$ cat src/rtl/cpu_rf_wr_arbiter.sv
// Register-file write-port arbiter: ALU, LSU and debug writeback sources share the
// single bank write port (wen3/a3/wd3). Debug has priority, but a burst limit
// (DBG_BURST_MAX) stops it from starving a waiting CPU source. ALU and LSU are
// round-robin arbitrated when both are requesting. The winning write is registered
// before it reaches the bank. Writes to x0 are accepted and then dropped.
// Optional build macro CPU_RF_ARB_PERF_EN adds the conflict_cnt and x0_drop_cnt
// saturating performance counters.
module cpu_rf_wr_arbiter #(
  parameter int unsigned ADDR_WIDTH    = 5,
  parameter int unsigned DATA_WIDTH    = 32,
  parameter int unsigned DBG_BURST_MAX = 4
) (
  input  logic                  clk,
  input  logic                  rst_n,
  input  logic                  alu_valid,
  input  logic [ADDR_WIDTH-1:0] alu_rd,
  input  logic [DATA_WIDTH-1:0] alu_wd,
  output logic                  alu_ready,
  input  logic                  lsu_valid,
  input  logic [ADDR_WIDTH-1:0] lsu_rd,
  input  logic [DATA_WIDTH-1:0] lsu_wd,
  output logic                  lsu_ready,
  input  logic                  dbg_valid,
  input  logic [ADDR_WIDTH-1:0] dbg_rd,
  input  logic [DATA_WIDTH-1:0] dbg_wd,
  output logic                  dbg_ready,
  output logic                  wen3,
  output logic [ADDR_WIDTH-1:0] a3,
`ifdef CPU_RF_ARB_PERF_EN
  output logic [15:0]           conflict_cnt,
  output logic [15:0]           x0_drop_cnt,
`endif
  output logic [DATA_WIDTH-1:0] wd3
);

  localparam logic [3:0] BurstMax = 4'(DBG_BURST_MAX);

  logic                  rr_q, rr_d;            // 0: ALU favoured, 1: LSU favoured
  logic [3:0]            dbg_cnt_q, dbg_cnt_d;
  logic                  wen3_q, wen3_d;
  logic [ADDR_WIDTH-1:0] a3_q, a3_d;
  logic [DATA_WIDTH-1:0] wd3_q, wd3_d;

  logic                  cpu_any;
  logic                  alu_gnt, lsu_gnt, dbg_gnt, any_gnt;
  logic [ADDR_WIDTH-1:0] gnt_rd;
  logic [DATA_WIDTH-1:0] gnt_wd;

  // Grant decision; grants are masked during reset so no ready leaks out.
  always_comb begin
    cpu_any = alu_valid | lsu_valid;
    dbg_gnt = rst_n & dbg_valid & ((dbg_cnt_q < BurstMax) | ~cpu_any);
    alu_gnt = rst_n & ~dbg_gnt & alu_valid & (~lsu_valid | ~rr_q);
    lsu_gnt = rst_n & ~dbg_gnt & lsu_valid & (~alu_valid | rr_q);
    any_gnt = alu_gnt | lsu_gnt | dbg_gnt;
  end

  assign alu_ready = alu_gnt;
  assign lsu_ready = lsu_gnt;
  assign dbg_ready = dbg_gnt;

  // Select the winner's address and data.
  always_comb begin
    gnt_rd = '0;
    gnt_wd = '0;
    if (dbg_gnt) begin
      gnt_rd = dbg_rd;
      gnt_wd = dbg_wd;
    end else if (alu_gnt) begin
      gnt_rd = alu_rd;
      gnt_wd = alu_wd;
    end else if (lsu_gnt) begin
      gnt_rd = lsu_rd;
      gnt_wd = lsu_wd;
    end
  end

  // Next-state for the round-robin pointer, debug burst counter and output stage.
  always_comb begin
    rr_d      = rr_q;
    dbg_cnt_d = dbg_cnt_q;
    wen3_d    = 1'b0;
    a3_d      = a3_q;
    wd3_d     = wd3_q;

    // Pointer only moves on a contested ALU/LSU grant.
    if (alu_valid && lsu_valid && (alu_gnt || lsu_gnt)) begin
      rr_d = alu_gnt;
    end

    if (!cpu_any || alu_gnt || lsu_gnt) begin
      dbg_cnt_d = '0;
    end else if (dbg_gnt && (dbg_cnt_q < BurstMax)) begin
      dbg_cnt_d = dbg_cnt_q + 4'd1;
    end

    if (any_gnt) begin
      a3_d   = gnt_rd;
      wd3_d  = gnt_wd;
      wen3_d = (gnt_rd != '0);
    end
  end

  // Arbiter state and registered write port.
  always_ff @(posedge clk or negedge rst_n) begin
    if (!rst_n) begin
      rr_q      <= 1'b0;
      dbg_cnt_q <= '0;
      wen3_q    <= 1'b0;
      a3_q      <= '0;
      wd3_q     <= '0;
    end else begin
      rr_q      <= rr_d;
      dbg_cnt_q <= dbg_cnt_d;
      wen3_q    <= wen3_d;
      a3_q      <= a3_d;
      wd3_q     <= wd3_d;
    end
  end

  assign wen3 = wen3_q;
  assign a3   = a3_q;
  assign wd3  = wd3_q;

`ifdef CPU_RF_ARB_PERF_EN
  logic [15:0] conflict_q, conflict_d;
  logic [15:0] x0_drop_q, x0_drop_d;
  logic [1:0]  n_valid;

  // Saturating performance counters.
  always_comb begin
    n_valid    = {1'b0, alu_valid} + {1'b0, lsu_valid} + {1'b0, dbg_valid};
    conflict_d = conflict_q;
    x0_drop_d  = x0_drop_q;
    if ((n_valid >= 2'd2) && (conflict_q != 16'hFFFF)) begin
      conflict_d = conflict_q + 16'd1;
    end
    if (any_gnt && (gnt_rd == '0) && (x0_drop_q != 16'hFFFF)) begin
      x0_drop_d = x0_drop_q + 16'd1;
    end
  end

  // Performance counter registers.
  always_ff @(posedge clk or negedge rst_n) begin
    if (!rst_n) begin
      conflict_q <= '0;
      x0_drop_q  <= '0;
    end else begin
      conflict_q <= conflict_d;
      x0_drop_q  <= x0_drop_d;
    end
  end

  assign conflict_cnt = conflict_q;
  assign x0_drop_cnt  = x0_drop_q;
`endif

endmodule
$ cat config.mk
export PLATFORM = sky130hd
export DESIGN_NAME = cpu_rf_wr_arbiter
export DESIGN_NICKNAME = d
export VERILOG_FILES = /design/src/rtl/cpu_rf_wr_arbiter.sv
export SDC_FILE = /design/constraint.sdc
export NUM_CORES = 1
export LEC_CHECK = 0
export ABC_AREA = 0
export CAP_MARGIN = 0
export CORE_AREA = 2 2 83 93
export DETAILED_ROUTE_END_ITERATION = 8
export DIE_AREA = 0 0 85 95
export HOLD_SLACK_MARGIN = 0.08
export PLACE_DENSITY = 0.87
export REMOVE_ABC_BUFFERS = 1
export SLEW_MARGIN = 5
export SYNTH_ARGS = -nofsm -noshare
export SYNTH_HDL_FRONTEND = slang
export SYNTH_SLANG_ARGS = --single-unit
$ cat constraint.sdc
create_clock -name clk -period 1.7 [get_ports clk]
set_input_delay 0.255 -clock clk [delete_from_list [all_inputs] [get_ports clk]]
set_output_delay 0.255 -clock clk [all_outputs]
set_load 0.02 [all_outputs]
==> qor.txt, run 1 <==
First-pass GRT wire length - 12300 µm
Post-layout power - 3.24 mW
Netlist Area Pre-Place - 2180 µm²
Vias/cell - 5.06
Diodes inserted - 0
Longest Clk Path Bufs - 2
Req. time, crit path - 1.87 ns
Pre-CTS setup slack - -0.566 ns
Fillers - 644
Crit Path Max Fanout - 7
Initial antenna violation count - 0
Top cells by count, synth - dfrtp_1 (43), nand2_1 (38), nor2_1 (38)
Overflow after GRT - 0
Critical path class - input pin to flip-flop
CTS tree - yes
Die W - 85 µm
Clock skew - 0.00437 ns
Fin. Hold Viols - 0
Largest net degree at the start of global routing - 35
CP Capture Type - flip-flop
Vias - 2511
RSZ-0062 raised after global routing - true
FP Rows - 33
Synth Register Bits - 43
Top cell type's share of synthesized area - 0.494
PwrDens - 772 nW/µm²
Vias in the first global route - 2606
Final WS setup - 0.0162 ns
Die H - 95 µm
CTS sink count - 43
GP Congestion - 0.831
Area post-placement - 3990 µm²
Synth Instances - 235
CTS root buf - clkbuf_8
Critical path arrival - 1.85 ns
Nets - 525
Post-synthesis sequential area ratio - 0.494
Die ar. - 8080 µm²
Post-synth top area cell - dfrtp_1
Maximum clock rate - 0.594 GHz
Detailed placement HPWL - 6080 µm
P_leak - 1.73 nW
Most frequent cell after synthesis - dfrtp_1
Primary FF master, synth - dfrtp_1
Yosys warning count - 0
Worst-Margin Slew - 0.301 ns
Num CTS Buffers - 5
# setup viols final - 0
Pins over their slew limit - 0
Core area - 7230 µm²
Slew margin rel. - 0.796
Port Buffers - 156
1st-iter DRT viols - 116
Min Tclk post-route - 1.68 ns
First-pass iteration count of the detailed router - 4
Clk pin slew, worst setup/hold paths - 0.09 ns
Tot GR Track Use - 0.192
Htree depth - 2
Share of cells above drive strength 1 - 0.127
Io pins - 157
Largest cells by area after synthesis - dfrtp_1 (49%), a22oi_1 (12%), a31oi_1 (9.2%), nand2_1 (6.5%), nor2_1 (6.5%)
Max VDD drop - 412 µV
Fin area - 4200 µm²
Overall routed net length - 7820 µm
Synth unique cells - 28
# DRC - 0
Post-DRT Antenna Nets - 0
Synth-to-layout area growth - 92.8%
Startpoint Class - input pin
Clock Latency Late Sink - 0.29 ns
DR WL/cell - 15.8 µm
Async SR Flop Fraction - 1.00
Number of flops mapped to enable cells by yosys - 0
Worst hold slack - 0.125 ns
Initial core utilization - 0.301
Crit share post-route - 0.990
Final core occ - 0.581
MaxCap Viol Count - 0
Worst min path class - input pin to asynchronous set/reset pin
Syn_area_per_cell - 9.27 µm²
Status - completed
## cell usage in the layout, fill, tap and decap left out, types with 5 or more instances in the layout
cell,synthesis,routed
a221o_1,5,5
a22oi_1,34,34
a31oi_1,32,31
buf_12,0,6
buf_4,1,16
buf_6,4,9
clkbuf_8,0,5
clkdlybuf4s50_1,0,150
dfrtp_1,43,43
nand2_1,38,38
nor2_1,38,37
## flip-flops by register name, indices dropped and copies added (netlist names)
name and cells:
a3 5, wen3 1, wd3 32, rr_q 1, dbg_cnt_q 4
## cell families (layout without fill, tap and decap cells)
group	Yosys count	count (layout)	share of synthesized area
xor gates and xnor gates	1	1	0.00402
muxes	1	1	0.00460
and+or+nand+nor	87	87	0.167
buffers and inverters	22	196	0.0580
AOI/OAI and AO/OA	80	80	0.267
DFF	43	43	0.494
adders and majority gates	1	1	0.00574
## stage by stage
stage / cells / TNS, ns
global route: 496 / -0.185
detailed placement: 485 / -17.59
CTS: 495 / 0
floorplan: 216 / -35.36
finish: 496 / 0
global placement: 485 / -16.19
## layer usage
metal / GRT usage / part of all wire
met2: 0.359 / 0.53
met1: 0.213 / 0.39
met3: 0.0516 / 0.074
met4: 0.0529 / 0.015
met5: 0 / 0
## what timing repair did
item	in CTS	in global routing
resized for setup	28	13
setup buffers	1	1
cloned	0	0
hold buffers	1	0
pin swaps	5	8
endpoints found under the hold margin	21	0
setup endpoints to repair	39	32
## critical path: stages
cell and delay, ns:
clkdlybuf4s50_1 0.59, o22ai_2 0.11, nand3_2 0.12, clkinv_4 0.12, a221o_1 0.37, nor3_2 0.18
nand3_1 0.10
## where the power goes
part / internal, mW / total [mW] / switching (mW) / leakage (nW)
sequential: 1.17 / 1.27 / 0.0922 / 0.495
combinational: 0.738 / 1.33 / 0.597 / 1.19
clock: 0.282 / 0.641 / 0.359 / 0.0477
## path summary, 6_finish.rpt
check                              from      end  slack, ns  cells past startpoint
max                           lsu_valid     wen3       0.02                      7
min                               rst_n   wd3[2]       0.12                      3
max reg2reg                dbg_cnt_q[2]     wen3       0.02                      6
min reg2reg                       a3[4]    a3[4]       0.48                      1
max in group asynchronous         rst_n  wd3[29]       0.89                      3
min in group clk                  a3[4]    a3[4]       0.48                      1
## cell type report
cell class | count | area, µm² | share of cell area
timing repair buffer | 185 | 1880 | 0.447
sequential | 43 | 1080 | 0.256
multi-input combinational | 170 | 1040 | 0.247
tap | 87 | 109 | 0.0259
clock buffer | 5 | 68.8 | 0.0164
inverter | 3 | 16.3 | 0.00387
clock inverter | 3 | 15.0 | 0.00357
Note: power is estimated with default switching activity, not from simulation.
==> run 2, diff against run 1 <==
--- a/config.mk
+++ b/config.mk
@@ -13,6 +13,7 @@
 export HOLD_SLACK_MARGIN = 0.08
 export PLACE_DENSITY = 0.87
 export REMOVE_ABC_BUFFERS = 1
+export SETUP_SLACK_MARGIN = 0.5
 export SLEW_MARGIN = 5
 export SYNTH_ARGS = -nofsm -noshare
 export SYNTH_HDL_FRONTEND = slang
==> run 2 against run 1 <==
  * Register-to-register slack about the same
  * Critical path depth down 3
  * Fmax down 0.17%
  * Count of clock-buffer cells in the layout unchanged
  * Hold slack better by 0.025 ns
  * Global-route usage up 0.41 points
  * Critical path type is now flip-flop to output port
==> qor.txt, run 2 (same netlist as run 1, synthesis figures left out) <==
# setup viols final - 0 (unchanged)
P_sw - 1.09 mW (+4.3%)
Register area - 1080 µm² (unchanged)
RSZ-0062 raised after global routing - true
Slew margin rel. - 0.783 (-0.0131)
Critical path arrival - 1.43 ns (-0.42 ns)
Diodes inserted - 0 (unchanged)
CP delay by family, top - flip-flops
Slowest-stage cell, CP - dfrtp_1
Cell Int Power - 2.11 mW (-4.0%)
Initial antenna violation count - 0 (unchanged)
Number of flip-flops under the largest register name - 32 (unchanged)
Setup TNS - 0 ns (unchanged)
1st-iter DRT viols - 103 (-11%)
Number of cells on the worst reg-to-reg path - 6 (unchanged)
CTS root buf - clkbuf_8
First-pass GRT wire length - 12500 µm (+1.6%)
End of the worst register-to-register path - wen3
Vias in the first global route - 2623 (+0.65%)
Die H - 95 µm (unchanged)
Post-DRT Antenna Nets - 0 (unchanged)
Status - completed
Core area - 7230 µm² (unchanged)
Detailed placement HPWL - 6080 µm (unchanged)
Clock skew - 0.00712 ns (+0.00275 ns)
Share of cells above drive strength 1 - 0.316 (+0.189)
Sw Ratio - 0.342 (+0.0186)
Overflow after GRT - 0 (unchanged)
Power share of the clock group - 0.199 (about the same)
Longest Clk Path Bufs - 2 (unchanged)
Startpoint Class - flip-flop
CTS tree - yes
Nets - 530 (+0.95%)
PwrDens - 750 nW/µm² (-2.8%)
# DRC - 0 (unchanged)
Initial core utilization - 0.301 (unchanged)
R2R setup slack - 0.02 ns (about the same)
Clk pin slew, worst setup/hold paths - 0.09 ns (about the same)
Pre-CTS setup slack - -0.566 ns (unchanged)
Most used cell, CP - buf_6
Synth-to-layout area growth - 95.7%
Power share of the sequential group - 0.394 (+0.004)
Final core occ - 0.590 (+0.00866)
Req. time, crit path - 1.44 ns (-0.43 ns)
Port Buffers - 156 (unchanged)
Io pins - 157 (unchanged)
Fin. Hold Viols - 0 (unchanged)
Die ar. - 8080 µm² (unchanged)
Slowest stage delay, CP - 0.37 ns (-0.22 ns)
Tot GR Track Use - 0.196 (+0.00406)
Largest net degree at the start of global routing - 35 (unchanged)
Vias - 2561 (+2.0%)
Most frequent cells in the layout - clkdlybuf4s50_1 (111), dfrtp_1 (43), buf_2 (38)
Min Tclk post-route - 1.69 ns (+0.00293 ns)
P_leak - 1.78 nW (+3.0%)
MaxCap Viol Count - 0 (unchanged)
Clock Latency Late Sink - 0.29 ns (about the same)
Power share of the combinational group - 0.407 (-0.005)
Post-layout power - 3.20 mW (-1.3%)
CP Buf/Inv Count - 2 (unchanged)
Crit share post-route - 0.992 (+0.00173)
First-pass iteration count of the detailed router - 5 (+1)
Max VDD drop - 378 µV (-8.1%)
CTS sink count - 43 (unchanged)
Crit Path Max Fanout - 2 (-5)
Vias/cell - 5.11 (+0.97%)
Worst min path class - input pin to asynchronous set/reset pin
Worst-Margin Slew - 0.324 ns (+0.0228 ns)
Area of the multi-input gates - 1220 µm² (+18%)
Reg-to-Reg Start - dbg_cnt_q[2]
CP Capture Type - output port
Crit-path cells - and4bb_2, a211oi_4, buf_6, buf_6
GP Congestion - 0.831 (unchanged)
Htree depth - 2 (unchanged)
FP Rows - 33 (unchanged)
Worst hold slack - 0.150 ns (+0.0255 ns)
Maximum clock rate - 0.593 GHz (-0.17%)
Fillers - 637 (-1.1%)
Critical path class - flip-flop to output port
Num CTS Buffers - 5 (unchanged)
Final WS setup - 0.0133 ns (-0.00293 ns)
Pins over their slew limit - 0 (unchanged)
Overall routed net length - 8110 µm (+3.7%)
Die W - 85 µm (unchanged)
Leading cell type in the layout, fill and taps excluded - clkdlybuf4s50_1
DR WL/cell - 16.2 µm (+2.7%)
==> run 2: stage by stage <==
| step | std cells | cell area, µm² |
|---|---|---|
| final | 501 | 4260 |
| after global routing | 501 | 4260 |
| after CTS | 499 | 4150 |
| after detailed placement | 485 | 3990 |
| after global placement | 485 | 3990 |
| after floorplan | 216 | 2060 |
==> run 2: what timing repair did <==
| item | 4_1_cts | 5_1_grt |
|---|---|---|
| resized for setup | 178 | 66 |
| hold buffers | 1 | 0 |
| endpoints found under the hold margin | 21 | 0 |
| pin swaps | 13 | 6 |
| gates cloned | 1 | 0 |
| buffers inserted | 4 | 2 |
| setup endpoints to repair | 84 | 61 |
==> run 2: worst reg2reg max path: stages, from the launching register on <==
cell and delay, ns:
dfrtp_1 0.40, and4bb_2 0.35, a211oi_4 0.06, buf_6 0.16
a221o_1 0.32, nor3_2 0.18, nand3_1 0.10
==> run 2: how the worst max path moves through the flow <==
stage / depth (start not counted) / slack, ns / end / from
after floorplan: 5 / -1.02 / wd3[0] / dbg_cnt_q[3]
after global routing: 6 / -0.04 / wen3 / dbg_cnt_q[2]
final: 4 / 0.01 / alu_ready / dbg_cnt_q[2]
after detailed placement: 9 / -0.57 / wd3[29] / alu_valid
after global placement: 4 / -0.58 / alu_ready / dbg_valid
after CTS: 4 / 0.009 / alu_ready / dbg_cnt_q[3]
==> run 2: cell type report <==
type / instances / share of cell area
multi-input cells: 170 / 0.286
clock inverters: 3 / 0.00352
repair buffers: 190 / 0.412
flip-flops and latches: 43 / 0.252
well taps: 87 / 0.0255
clock buffers: 5 / 0.0161
inverters: 3 / 0.00440
==> run 2: routing by layer <==
layer  global-route usage  wire, µm  part of all wire  vias up
met3               0.0490       631             0.078        6
li1                     -         -                 -     1218
met4               0.0489        49            0.0060        0
met5                    0         0                 0        -
met1                0.217      3080              0.38     1214
met2                0.372      4350              0.54      123
==> run 2: power groups by stage <==
stage	combinational, mW	clock [mW]	sequential [mW]
after CTS	1.26	0.668	1.26
after detailed placement	1.29	0	1.29
final	1.30	0.635	1.26
after global placement	1.26	0	1.28
after floorplan	0.322	0	1.45
after global routing	1.40	0.712	1.29
